===== src/rtl/floppy_pkg.sv =====
// floppy_pkg
// Shared definitions for the floppy-drive voice allocator: default setpoint
// width, note/age/index widths and the allocator FSM state encoding.
package floppy_pkg;

  localparam int SP_WIDTH   = 22;
  localparam int NOTE_WIDTH = 7;
  localparam int AGE_WIDTH  = 8;
  // Wide enough to index up to four voices
  localparam int IDX_WIDTH  = 2;
  localparam int CNT_WIDTH  = 3;

  typedef enum logic [1:0] {
    IDLE   = 2'd0,
    SCAN   = 2'd1,
    COMMIT = 2'd2
  } state_e;

endpackage


===== src/rtl/voice_slot.sv =====
// voice_slot
// Storage for one floppy voice: enable, note number, step-period setpoint and
// age (note-ons seen since this voice was last (re)triggered, saturating).
// Ports:
//   clk, rst_n          clock and asynchronous active-low reset
//   clr                 panic: clear enable and age (note/setpoint kept)
//   load                start or retrigger this voice with note_in/setp_in
//   off                 disable this voice (setpoint kept)
//   age_inc             age this voice by one if it is sounding
//   note_in, setp_in    values written by load
//   en, note, setp, age current slot contents
module voice_slot
  import floppy_pkg::*;
#(
  parameter int SETP_W = floppy_pkg::SP_WIDTH
) (
  input  logic                  clk,
  input  logic                  rst_n,
  input  logic                  clr,
  input  logic                  load,
  input  logic                  off,
  input  logic                  age_inc,
  input  logic [NOTE_WIDTH-1:0] note_in,
  input  logic [SETP_W-1:0]     setp_in,
  output logic                  en,
  output logic [NOTE_WIDTH-1:0] note,
  output logic [SETP_W-1:0]     setp,
  output logic [AGE_WIDTH-1:0]  age
);

  logic                  en_q, en_d;
  logic [NOTE_WIDTH-1:0] note_q, note_d;
  logic [SETP_W-1:0]     setp_q, setp_d;
  logic [AGE_WIDTH-1:0]  age_q, age_d;

  // Panic outranks a load; age only advances on a sounding voice and sticks at max
  always_comb begin
    en_d   = en_q;
    note_d = note_q;
    setp_d = setp_q;
    age_d  = age_q;
    if (clr) begin
      en_d  = 1'b0;
      age_d = '0;
    end else if (load) begin
      en_d   = 1'b1;
      note_d = note_in;
      setp_d = setp_in;
      age_d  = '0;
    end else begin
      if (off) begin
        en_d = 1'b0;
      end
      if (age_inc && en_q && (age_q != '1)) begin
        age_d = age_q + 1'b1;
      end
    end
  end

  always_ff @(posedge clk or negedge rst_n) begin
    if (!rst_n) begin
      en_q   <= 1'b0;
      note_q <= '0;
      setp_q <= '0;
      age_q  <= '0;
    end else begin
      en_q   <= en_d;
      note_q <= note_d;
      setp_q <= setp_d;
      age_q  <= age_d;
    end
  end

  assign en   = en_q;
  assign note = note_q;
  assign setp = setp_q;
  assign age  = age_q;

endmodule


===== src/rtl/floppy_voice_alloc.sv =====
// floppy_voice_alloc
// Allocates MIDI note-on/off events onto NUM_VOICES floppy drives. An accepted
// event is scanned against one voice per cycle, then committed in one cycle:
// retrigger a voice already holding the note, else take the lowest free voice,
// else steal the oldest. Note-off releases every voice holding the note.
// Ports:
//   clk, rst_n             clock and asynchronous active-low reset
//   ev_valid/ev_ready      event handshake (ready only while idle)
//   ev_on, ev_note         note-on (1) / note-off (0) and MIDI note
//   ev_period              setpoint for note-on; zero is rejected via err
//   all_off                synchronous panic, silences everything
//   v_en, v_setp           per-floppy enable and setpoint (slice i = voice i)
//   active_cnt             number of sounding voices
//   steal, err             one-cycle pulses reporting eviction / rejection
module floppy_voice_alloc
  import floppy_pkg::*;
#(
  parameter int NUM_VOICES = 2,
  parameter int SP_WIDTH   = floppy_pkg::SP_WIDTH
) (
  input  logic                           clk,
  input  logic                           rst_n,
  input  logic                           ev_valid,
  output logic                           ev_ready,
  input  logic                           ev_on,
  input  logic [NOTE_WIDTH-1:0]          ev_note,
  input  logic [SP_WIDTH-1:0]            ev_period,
  input  logic                           all_off,
  output logic [NUM_VOICES-1:0]          v_en,
  output logic [NUM_VOICES*SP_WIDTH-1:0] v_setp,
  output logic [CNT_WIDTH-1:0]           active_cnt,
  output logic                           steal,
  output logic                           err
);

  state_e                state_q, state_d;
  logic [IDX_WIDTH-1:0]  idx_q, idx_d;
  logic                  ready_q, ready_d;
  logic                  lat_on_q, lat_on_d;
  logic [NOTE_WIDTH-1:0] lat_note_q, lat_note_d;
  logic [SP_WIDTH-1:0]   lat_period_q, lat_period_d;
  logic [NUM_VOICES-1:0] match_q, match_d;
  logic                  free_found_q, free_found_d;
  logic [IDX_WIDTH-1:0]  free_idx_q, free_idx_d;
  logic [IDX_WIDTH-1:0]  old_idx_q, old_idx_d;
  logic [AGE_WIDTH-1:0]  old_age_q, old_age_d;
  logic                  steal_q, steal_d;
  logic                  err_q, err_d;
  logic [CNT_WIDTH-1:0]  cnt_q, cnt_d;

  logic                  clr;
  logic [NUM_VOICES-1:0] load;
  logic [NUM_VOICES-1:0] off;
  logic [NUM_VOICES-1:0] age_inc;
  logic [IDX_WIDTH-1:0]  match_lo;
  logic [IDX_WIDTH-1:0]  tgt;
  logic [NUM_VOICES-1:0] en_next;

  logic [NUM_VOICES-1:0] en_w;
  logic [NOTE_WIDTH-1:0] note_w [NUM_VOICES];
  logic [SP_WIDTH-1:0]   setp_w [NUM_VOICES];
  logic [AGE_WIDTH-1:0]  age_w  [NUM_VOICES];

  for (genvar g = 0; g < NUM_VOICES; g++) begin : g_voice
    voice_slot #(
      .SETP_W (SP_WIDTH)
    ) u_slot (
      .clk     (clk),
      .rst_n   (rst_n),
      .clr     (clr),
      .load    (load[g]),
      .off     (off[g]),
      .age_inc (age_inc[g]),
      .note_in (lat_note_q),
      .setp_in (lat_period_q),
      .en      (en_w[g]),
      .note    (note_w[g]),
      .setp    (setp_w[g]),
      .age     (age_w[g])
    );
    assign v_setp[g*SP_WIDTH +: SP_WIDTH] = setp_w[g];
  end

  // Lowest-index voice flagged as holding the latched note
  always_comb begin
    match_lo = '0;
    for (int i = NUM_VOICES - 1; i >= 0; i--) begin
      if (match_q[i]) begin
        match_lo = IDX_WIDTH'(i);
      end
    end
  end

  // Scan accumulates match/free/oldest results one voice per cycle; voice 0
  // seeds the free and oldest trackers so no clearing step is needed.
  // all_off is applied last so it overrides any commit in the same cycle.
  always_comb begin
    state_d      = state_q;
    idx_d        = idx_q;
    lat_on_d     = lat_on_q;
    lat_note_d   = lat_note_q;
    lat_period_d = lat_period_q;
    match_d      = match_q;
    free_found_d = free_found_q;
    free_idx_d   = free_idx_q;
    old_idx_d    = old_idx_q;
    old_age_d    = old_age_q;
    steal_d      = 1'b0;
    err_d        = 1'b0;
    clr          = 1'b0;
    load         = '0;
    off          = '0;
    age_inc      = '0;
    tgt          = '0;

    case (state_q)
      IDLE: begin
        if (ev_valid && ready_q) begin
          lat_on_d     = ev_on;
          lat_note_d   = ev_note;
          lat_period_d = ev_period;
          idx_d        = '0;
          state_d      = SCAN;
        end
      end

      SCAN: begin
        for (int i = 0; i < NUM_VOICES; i++) begin
          if (idx_q == IDX_WIDTH'(i)) begin
            match_d[i] = en_w[i] && (note_w[i] == lat_note_q);
            if (i == 0) begin
              free_found_d = !en_w[i];
              free_idx_d   = '0;
              old_idx_d    = '0;
              old_age_d    = age_w[i];
            end else begin
              if (!en_w[i] && !free_found_q) begin
                free_found_d = 1'b1;
                free_idx_d   = IDX_WIDTH'(i);
              end
              // Strictly greater keeps ties on the lower index
              if (age_w[i] > old_age_q) begin
                old_idx_d = IDX_WIDTH'(i);
                old_age_d = age_w[i];
              end
            end
          end
        end
        if (idx_q == IDX_WIDTH'(NUM_VOICES - 1)) begin
          idx_d   = '0;
          state_d = COMMIT;
        end else begin
          idx_d = idx_q + 1'b1;
        end
      end

      COMMIT: begin
        state_d = IDLE;
        if (lat_on_q) begin
          if (lat_period_q == '0) begin
            err_d = 1'b1;
          end else begin
            if (|match_q) begin
              tgt = match_lo;
            end else if (free_found_q) begin
              tgt = free_idx_q;
            end else begin
              tgt     = old_idx_q;
              steal_d = 1'b1;
            end
            for (int i = 0; i < NUM_VOICES; i++) begin
              if (tgt == IDX_WIDTH'(i)) begin
                load[i] = 1'b1;
              end else begin
                age_inc[i] = 1'b1;
              end
            end
          end
        end else begin
          off = match_q;
        end
      end

      default: begin
        state_d = IDLE;
      end
    endcase

    if (all_off) begin
      state_d = IDLE;
      clr     = 1'b1;
      load    = '0;
      off     = '0;
      age_inc = '0;
      steal_d = 1'b0;
      err_d   = 1'b0;
    end

    ready_d = (state_d == IDLE);
  end

  // Predict next enables exactly as the slots will, so the registered count
  // changes on the same edge as v_en
  always_comb begin
    cnt_d = '0;
    for (int i = 0; i < NUM_VOICES; i++) begin
      en_next[i] = clr ? 1'b0 : (load[i] ? 1'b1 : (off[i] ? 1'b0 : en_w[i]));
      cnt_d = cnt_d + {{(CNT_WIDTH-1){1'b0}}, en_next[i]};
    end
  end

  always_ff @(posedge clk or negedge rst_n) begin
    if (!rst_n) begin
      state_q      <= IDLE;
      idx_q        <= '0;
      ready_q      <= 1'b0;
      lat_on_q     <= 1'b0;
      lat_note_q   <= '0;
      lat_period_q <= '0;
      match_q      <= '0;
      free_found_q <= 1'b0;
      free_idx_q   <= '0;
      old_idx_q    <= '0;
      old_age_q    <= '0;
      steal_q      <= 1'b0;
      err_q        <= 1'b0;
      cnt_q        <= '0;
    end else begin
      state_q      <= state_d;
      idx_q        <= idx_d;
      ready_q      <= ready_d;
      lat_on_q     <= lat_on_d;
      lat_note_q   <= lat_note_d;
      lat_period_q <= lat_period_d;
      match_q      <= match_d;
      free_found_q <= free_found_d;
      free_idx_q   <= free_idx_d;
      old_idx_q    <= old_idx_d;
      old_age_q    <= old_age_d;
      steal_q      <= steal_d;
      err_q        <= err_d;
      cnt_q        <= cnt_d;
    end
  end

  assign ev_ready   = ready_q;
  assign v_en       = en_w;
  assign active_cnt = cnt_q;
  assign steal      = steal_q;
  assign err        = err_q;

endmodule


===== config.mk =====
export PLATFORM = sky130hd
export DESIGN_NAME = floppy_voice_alloc
export DESIGN_NICKNAME = d
export VERILOG_FILES = /design/src/rtl/floppy_pkg.sv /design/src/rtl/voice_slot.sv /design/src/rtl/floppy_voice_alloc.sv
export SDC_FILE = /design/constraint.sdc
export NUM_CORES = 1
export LEC_CHECK = 0
export CAP_MARGIN = 20
export CORE_UTILIZATION = 48
export CTS_BUF_LIST = sky130_fd_sc_hd__clkbuf_16
export DETAILED_ROUTE_END_ITERATION = 10
export PLACE_DENSITY = 0.75
export SYNTH_ARGS = -nofsm -noshare
export SYNTH_HDL_FRONTEND = slang
export SYNTH_SLANG_ARGS = --single-unit

===== constraint.sdc =====
create_clock -name clk -period 4.4 [get_ports clk]
set_input_delay 0.88 -clock clk [delete_from_list [all_inputs] [get_ports clk]]
set_output_delay 0.88 -clock clk [all_outputs]
set_load 0.02 [all_outputs]

---- Word-level counts from Yosys, hierarchy flattened ----
Cells that the tools add are included.
storage, ports and cells
  register bits after elaboration ......... 130
operators by class
  bitwise gates (word level) .............. 1
  eq/ne operators ......................... 9
  multiplexer cells ....................... 64
  reductions and logical operators ........ 26
  order comparisons ....................... 1
  $add $sub $neg .......................... 4
operators with widths
  cell                                           count
  2-to-1 mux 8 bit                               9
  2-to-1 mux 2 bit                               27
  2-to-1 mux 1 bit                               26
  logical NOT 22 bit                             1
  adder 8 x 1 -> 8 bit, second input constant    2
  != test 8 bit, second input constant           2
  == test 7 bit                                  2
  AND reduction 2 bit                            6
  greater-than comparator 8 bit                  1
  logical AND 1 bit                              8
  logical NOT 2 bit                              4
  case mux 2 bit (2 select lines)                2
  == test 2 x 1 -> 1 bit, second input constant  3
  nonzero test 3 bit                             2
  logical NOT 1 bit                              3
  adder 1 x 1 -> 2 bit                           1
  adder 2 x 1 -> 2 bit, second input constant    1
  == test 2 bit, second input constant           1
  != test 2 bit, second input constant           1
  nonzero test 2 bit                             1
  OR reduction 2 bit                             1
  inverter 1 bit                                 1

---- Logic depth before layout (Yosys ltp) ----
  depth after elaboration ................. 17
  mapped depth ............................ 8
  depth with buffers taken out ............ 7

---- Modules after synthesis ----
A second synthesis with hierarchy kept.
unflattened totals
  cells, all modules ...................... 432
  area total of the unflattened synthesis .. 5755.5 µm²
modules (own cells, without submodules)
  module              seq. area each (µm²)  area an instance (µm²)  times used  cells each
  voice_slot          950.9                 1522.7                  2           107
  floppy_voice_alloc  1351.3                2710.1                  1           218

---- Least setup slack after synthesis ----
OpenSTA, ideal clock, no wires.
  path type ............................... input to register
  start point ............................. input port ev_valid
  end point ............................... register lat_note_q[0]
  required time ........................... 4.275 ns
  path slack .............................. 2.292 ns
  arrival time ............................ 1.983 ns
  library setup time ...................... 0.125 ns
  cell stages on the path ................. 4
  cell sequence ........................... nand2_1 -> nor3_1 -> clkbuf_1 -> mux2_2
between the ends
  word-level cells in the longest chain between the ends .. 2
ends and longest elaborated chain
  item                           line                       source
  start, declared                floppy_voice_alloc.sv:23   input logic ev_valid,
  logical AND 1 bit              floppy_voice_alloc.sv:118  if (ev_valid && ready_q) begin
  AND reduction 2 bit (no line)  -
  end signal, assigned           floppy_voice_alloc.sv:233  lat_note_q <= lat_note_d;
  end, declared                  floppy_voice_alloc.sv:40   logic [NOTE_WIDTH-1:0] lat_note_q, lat_note_d;
No other way between the ends.
A chain may end at the register's enable or synchronous reset.

---- Final worst setup path ----
  start point ............................. register lat_period_q[0]
  end point ............................... register cnt_q[0], in the netlist active_cnt[0]
between the ends
  word-level cells in the longest chain between the ends .. 8
  elaborated cells on any way between the ends .. 10
ends and longest elaborated chain
  item                              line                       source
  start, declared                   floppy_voice_alloc.sv:41   logic [SP_WIDTH-1:0] lat_period_q, lat_period_d;
  start signal, assigned            floppy_voice_alloc.sv:234  lat_period_q <= lat_period_d;
  logical NOT 22 bit                floppy_voice_alloc.sv:160  if (lat_period_q == '0) begin
  2-to-1 mux 2 bit                  floppy_voice_alloc.sv:160
  2-to-1 mux 2 bit                  floppy_voice_alloc.sv:159  if (lat_on_q) begin
  2-to-1 mux 2 bit                  floppy_voice_alloc.sv:116  case (state_q)
  2-to-1 mux 2 bit                  floppy_voice_alloc.sv:189  if (all_off) begin
  2-to-1 mux 1 bit (2 in series)    -
  named net g_voice[0].u_slot.en_d  voice_slot.sv:31           logic en_q, en_d;
  adder 1 x 1 -> 2 bit              floppy_voice_alloc.sv:208  cnt_d = cnt_d + {{(CNT_WIDTH-1){1'b0}}, en_next[i]};
  named net cnt_d[0]                floppy_voice_alloc.sv:49   logic [CNT_WIDTH-1:0] cnt_q, cnt_d;
  end signal, assigned              floppy_voice_alloc.sv:242  cnt_q <= cnt_d;
  end, declared                     floppy_voice_alloc.sv:49
The timed path passes the listed nets, and every way through them passes these cells.

==> impl_metrics.json <==
{
  "gr-total-overflow": 0,
  "gp_congestion": 0.842,
  "wl_mm": 12.6,
  "clk_pin_slew_ns": 0.06,
  "crit_buf_inv": 0,
  "die_w_um": 113,
  "grt_pass1_vias": 4249,
  "p_leak_nw": 3.33,
  "cp_max_fo": 30,
  "relSlewSlack_pct": 46.0,
  "reg2regPathDepth": 6,
  "fin_crit_ns": 2.77,
  "antenna_found_initial": 0,
  "cts_resized": 0,
  "crit_required_ns": 4.69,
  "fin_nets": 594,
  "cts_setup_buffers": 0,
  "numCtsBuffers": 17,
  "cts_tree": "done",
  "finalCritPeriodShare_pct": 62.9,
  "rows": 40,
  "worst-path-stages": 6,
  "synthAdderAreaFrac_pct": 2.32,
  "start_util_pct": 49.3,
  "synth_nets": 505,
  "synth_cell_types": 57,
  "regArea_sq_mm": 0.00325,
  "status": "completed",
  "clock_power_share_pct": 34.7,
  "final_area_sq_mm": 0.00748,
  "synthMuxAreaShare_pct": 17.7,
  "p_sw_mw": 1.23,
  "drv_cap": 0,
  "netlist_area_sq_mm": 0.00592,
  "path_class": "flop to flop",
  "worst_pin_slew_ns": 0.806,
  "synth_seq_area_share_pct": 54.9,
  "arrival_ns": 3.06,
  "synth_enable_flop_cells": 0,
  "ys_warn_count": 0,
  "core_area_sq_mm": 0.0120,
  "synth_compound_area_share_pct": 9.59,
  "final_common_cell": "dfrtp_1",
  "grt_pass1_wl_mm": 21.2,
  "fillers": 909,
  "wl_per_cell_um": 17.7,
  "die_area_sq_mm": 0.0128,
  "grt_max_degree": 70,
  "async_reset_ff_share_pct": 100,
  "crit_path_max_incr_delay_ns": 0.56,
  "portBuffers": 84,
  "synth_top_family_by_area": "multiplexers",
  "h-tree-depth": 4,
  "crit_path_top_delay_cell": "nor4_1",
  "dpl_cell_area_sq_mm": 0.00687,
  "synthCells": 460,
  "crit_chain": "nor4_1, nand4_1, or2_4, nand4_4, nand2_1, ha_1",
  "finClkSkew_ns": 0.00748,
  "dr_total_vias": 3964,
  "finalSetupTns_ns": 0,
  "cts_root_buf": "clkbuf_16",
  "synth_xor_area_share_pct": 2.07,
  "dr.pass1.iters": 6,
  "die_h_um": 113,
  "drv_slew": 0,
  "vdd_drop_max_v": 0.000371,
  "setup_violations": 0,
  "synth_seq_cells": 130,
  "postCtsHoldBufs": 0,
  "clock_latency_ns": 0.41,
  "cp-start-kind": "flop",
  "grt_usage_pct": 21.4,
  "io_pins": 86,
  "seqPwrFrac_pct": 41.4,
  "p_comb_share_pct": 23.9,
  "p_per_area_mw_per_mm2": 564,
  "multiInputGateArea_sq_mm": 0.00246,
  "clkSinkCount": 130,
  "swShare_pct": 29.2,
  "clockBufferDepth": 2,
  "rsz0062_at_grt": "false",
  "most-common-layout-cells": "dfrtp_1, clkdlybuf4s50_1, mux2_2",
  "synthSimpleGateAreaFrac_pct": 9.76,
  "hp-class": "flop to flop",
  "min_delay_path_depth": 1,
  "area_delta_synth_final_pct": 26.3,
  "dp_hpwl_mm": 8.64,
  "drc_errors": 0,
  "ys.flop_type": "dfrtp_1",
  "initialDrtViolationCount": 196,
  "drtAntennaViolNets": 0,
  "viasPerCell": 5.59,
  "finalHoldViolCount": 0,
  "cp-end-kind": "flop",
  "fmax_ghz": 0.361,
  "critPathTopFamily": "simple AND/OR/NAND/NOR gates",
  "n_antenna_cell": 0,
  "synth.avg_cell_area_sq_um": 12.9,
  "intPower_mw": 2.99,
  "drive_gt1_share_pct": 19.6
}
layer usage:
layer  GRT usage, %  vias up  routed length (um)
li1               -     1854                   -
met1           26.2     2015                5380
met2           36.0       85                6340
met3           7.71       10                 737
met4           5.79        0                 102
met5              0        -                   0
worst register-to-register path, cell delays in order (launching register included):
cell	delay [ns]
dfrtp_1	0.41
nor4_1	0.56
nand4_1	0.40
or2_4	0.38
nand4_4	0.44
nand2_1	0.15
ha_1	0.31
power groups by stage:
stage          logic [mW]  registers [mW]  clock network (mW)
6_report             1.01            1.75                1.46
5_1_grt              1.09            1.80                1.54
4_1_cts              1.02            1.75                1.48
3_5_place_dp         1.01            1.77                   0
3_3_place_gp        0.979            1.74                   0
2_1_floorplan       0.495            1.83                   0
state kept, by name (all words and copies together), names as in the netlist:
register and cells:
lat_period_q 22, idx_q 2, steal 1, lat_note_q 7, old_idx_q 2, free_found_q 1
g_voice.u_slot.en 2, state_q 2, lat_on_q 1, g_voice.u_slot.age 16, active_cnt 2, err 1
free_idx_q 2, old_age_q 8, match_q 2, g_voice.u_slot.setp 44, ev_ready 1, g_voice.u_slot.note 14
cells by family after synthesis:
family,Yosys count
other cells,1
simple gates,100
mux,92
fa+ha+maj,11
flops,130
buf+inv,39
xor+xnor,14
compound gates,73
through the flow:
| stage | worst slack, ns | hold WS [ns] | util (%) | power [mW] | std cells |
|---|---|---|---|---|---|
| finish | 1.63 | 0.488 | 62.3 | 4.22 | 709 |
| global route | 1.42 | 0.512 | 62.3 | 4.42 | 709 |
| CTS | 1.56 | 0.493 | 62.3 | 4.25 | 709 |
| detailed placement | 1.41 | 0.484 | 57.2 | 2.78 | 677 |
| global placement | 1.50 | 0.474 | 57.2 | 2.72 | 677 |
| floorplan | 2.29 | 0.486 | - | 2.32 | 460 |
cell usage after synthesis, drive strengths merged, types with 7 or more instances:
cell type / count / share of area [%]
nor2: 23 / 1.6
inv: 22 / 1.4
o211ai: 7 / 0.97
buf: 11 / 1.8
dfrtp: 130 / 55
mux2: 88 / 17
nor3: 7 / 0.68
a211oi: 9 / 1.1
xnor2: 14 / 2.1
nand2: 19 / 1.2
nand3: 12 / 1.0
nand4: 8 / 1.4
ha: 11 / 2.3
o21ai: 14 / 1.2
a21oi: 11 / 0.93
cell type report:
| type | instances | area share, % |
|---|---|---|
| Tap cell | 147 | 2.46 |
| Clock buffer | 17 | 5.69 |
| Timing Repair Buffer | 87 | 11.8 |
| Multi-Input combinational cell | 291 | 32.9 |
| Sequential cell | 130 | 43.5 |
| Clock inverter | 15 | 2.53 |
| Inverter | 22 | 1.10 |
path summary, 6_finish.rpt:
| check | from | end | slack [ns] |
|---|---|---|---|
| setup / recovery | lat_period_q[0] | active_cnt[0] | 1.63 |
| hold / removal | g_voice[0].u_slot.setp[21] | g_voice[0].u_slot.setp[21] | 0.49 |
| setup reg to reg | lat_period_q[0] | active_cnt[0] | 1.63 |
| hold reg to reg | g_voice[0].u_slot.setp[21] | g_voice[0].u_slot.setp[21] | 0.49 |
| max in group asynchronous | rst_n | g_voice[0].u_slot.setp[17] | 2.99 |
| min in group asynchronous | rst_n | g_voice[1].u_slot.age[1] | 0.56 |
(Power assumes the default switching activity.)
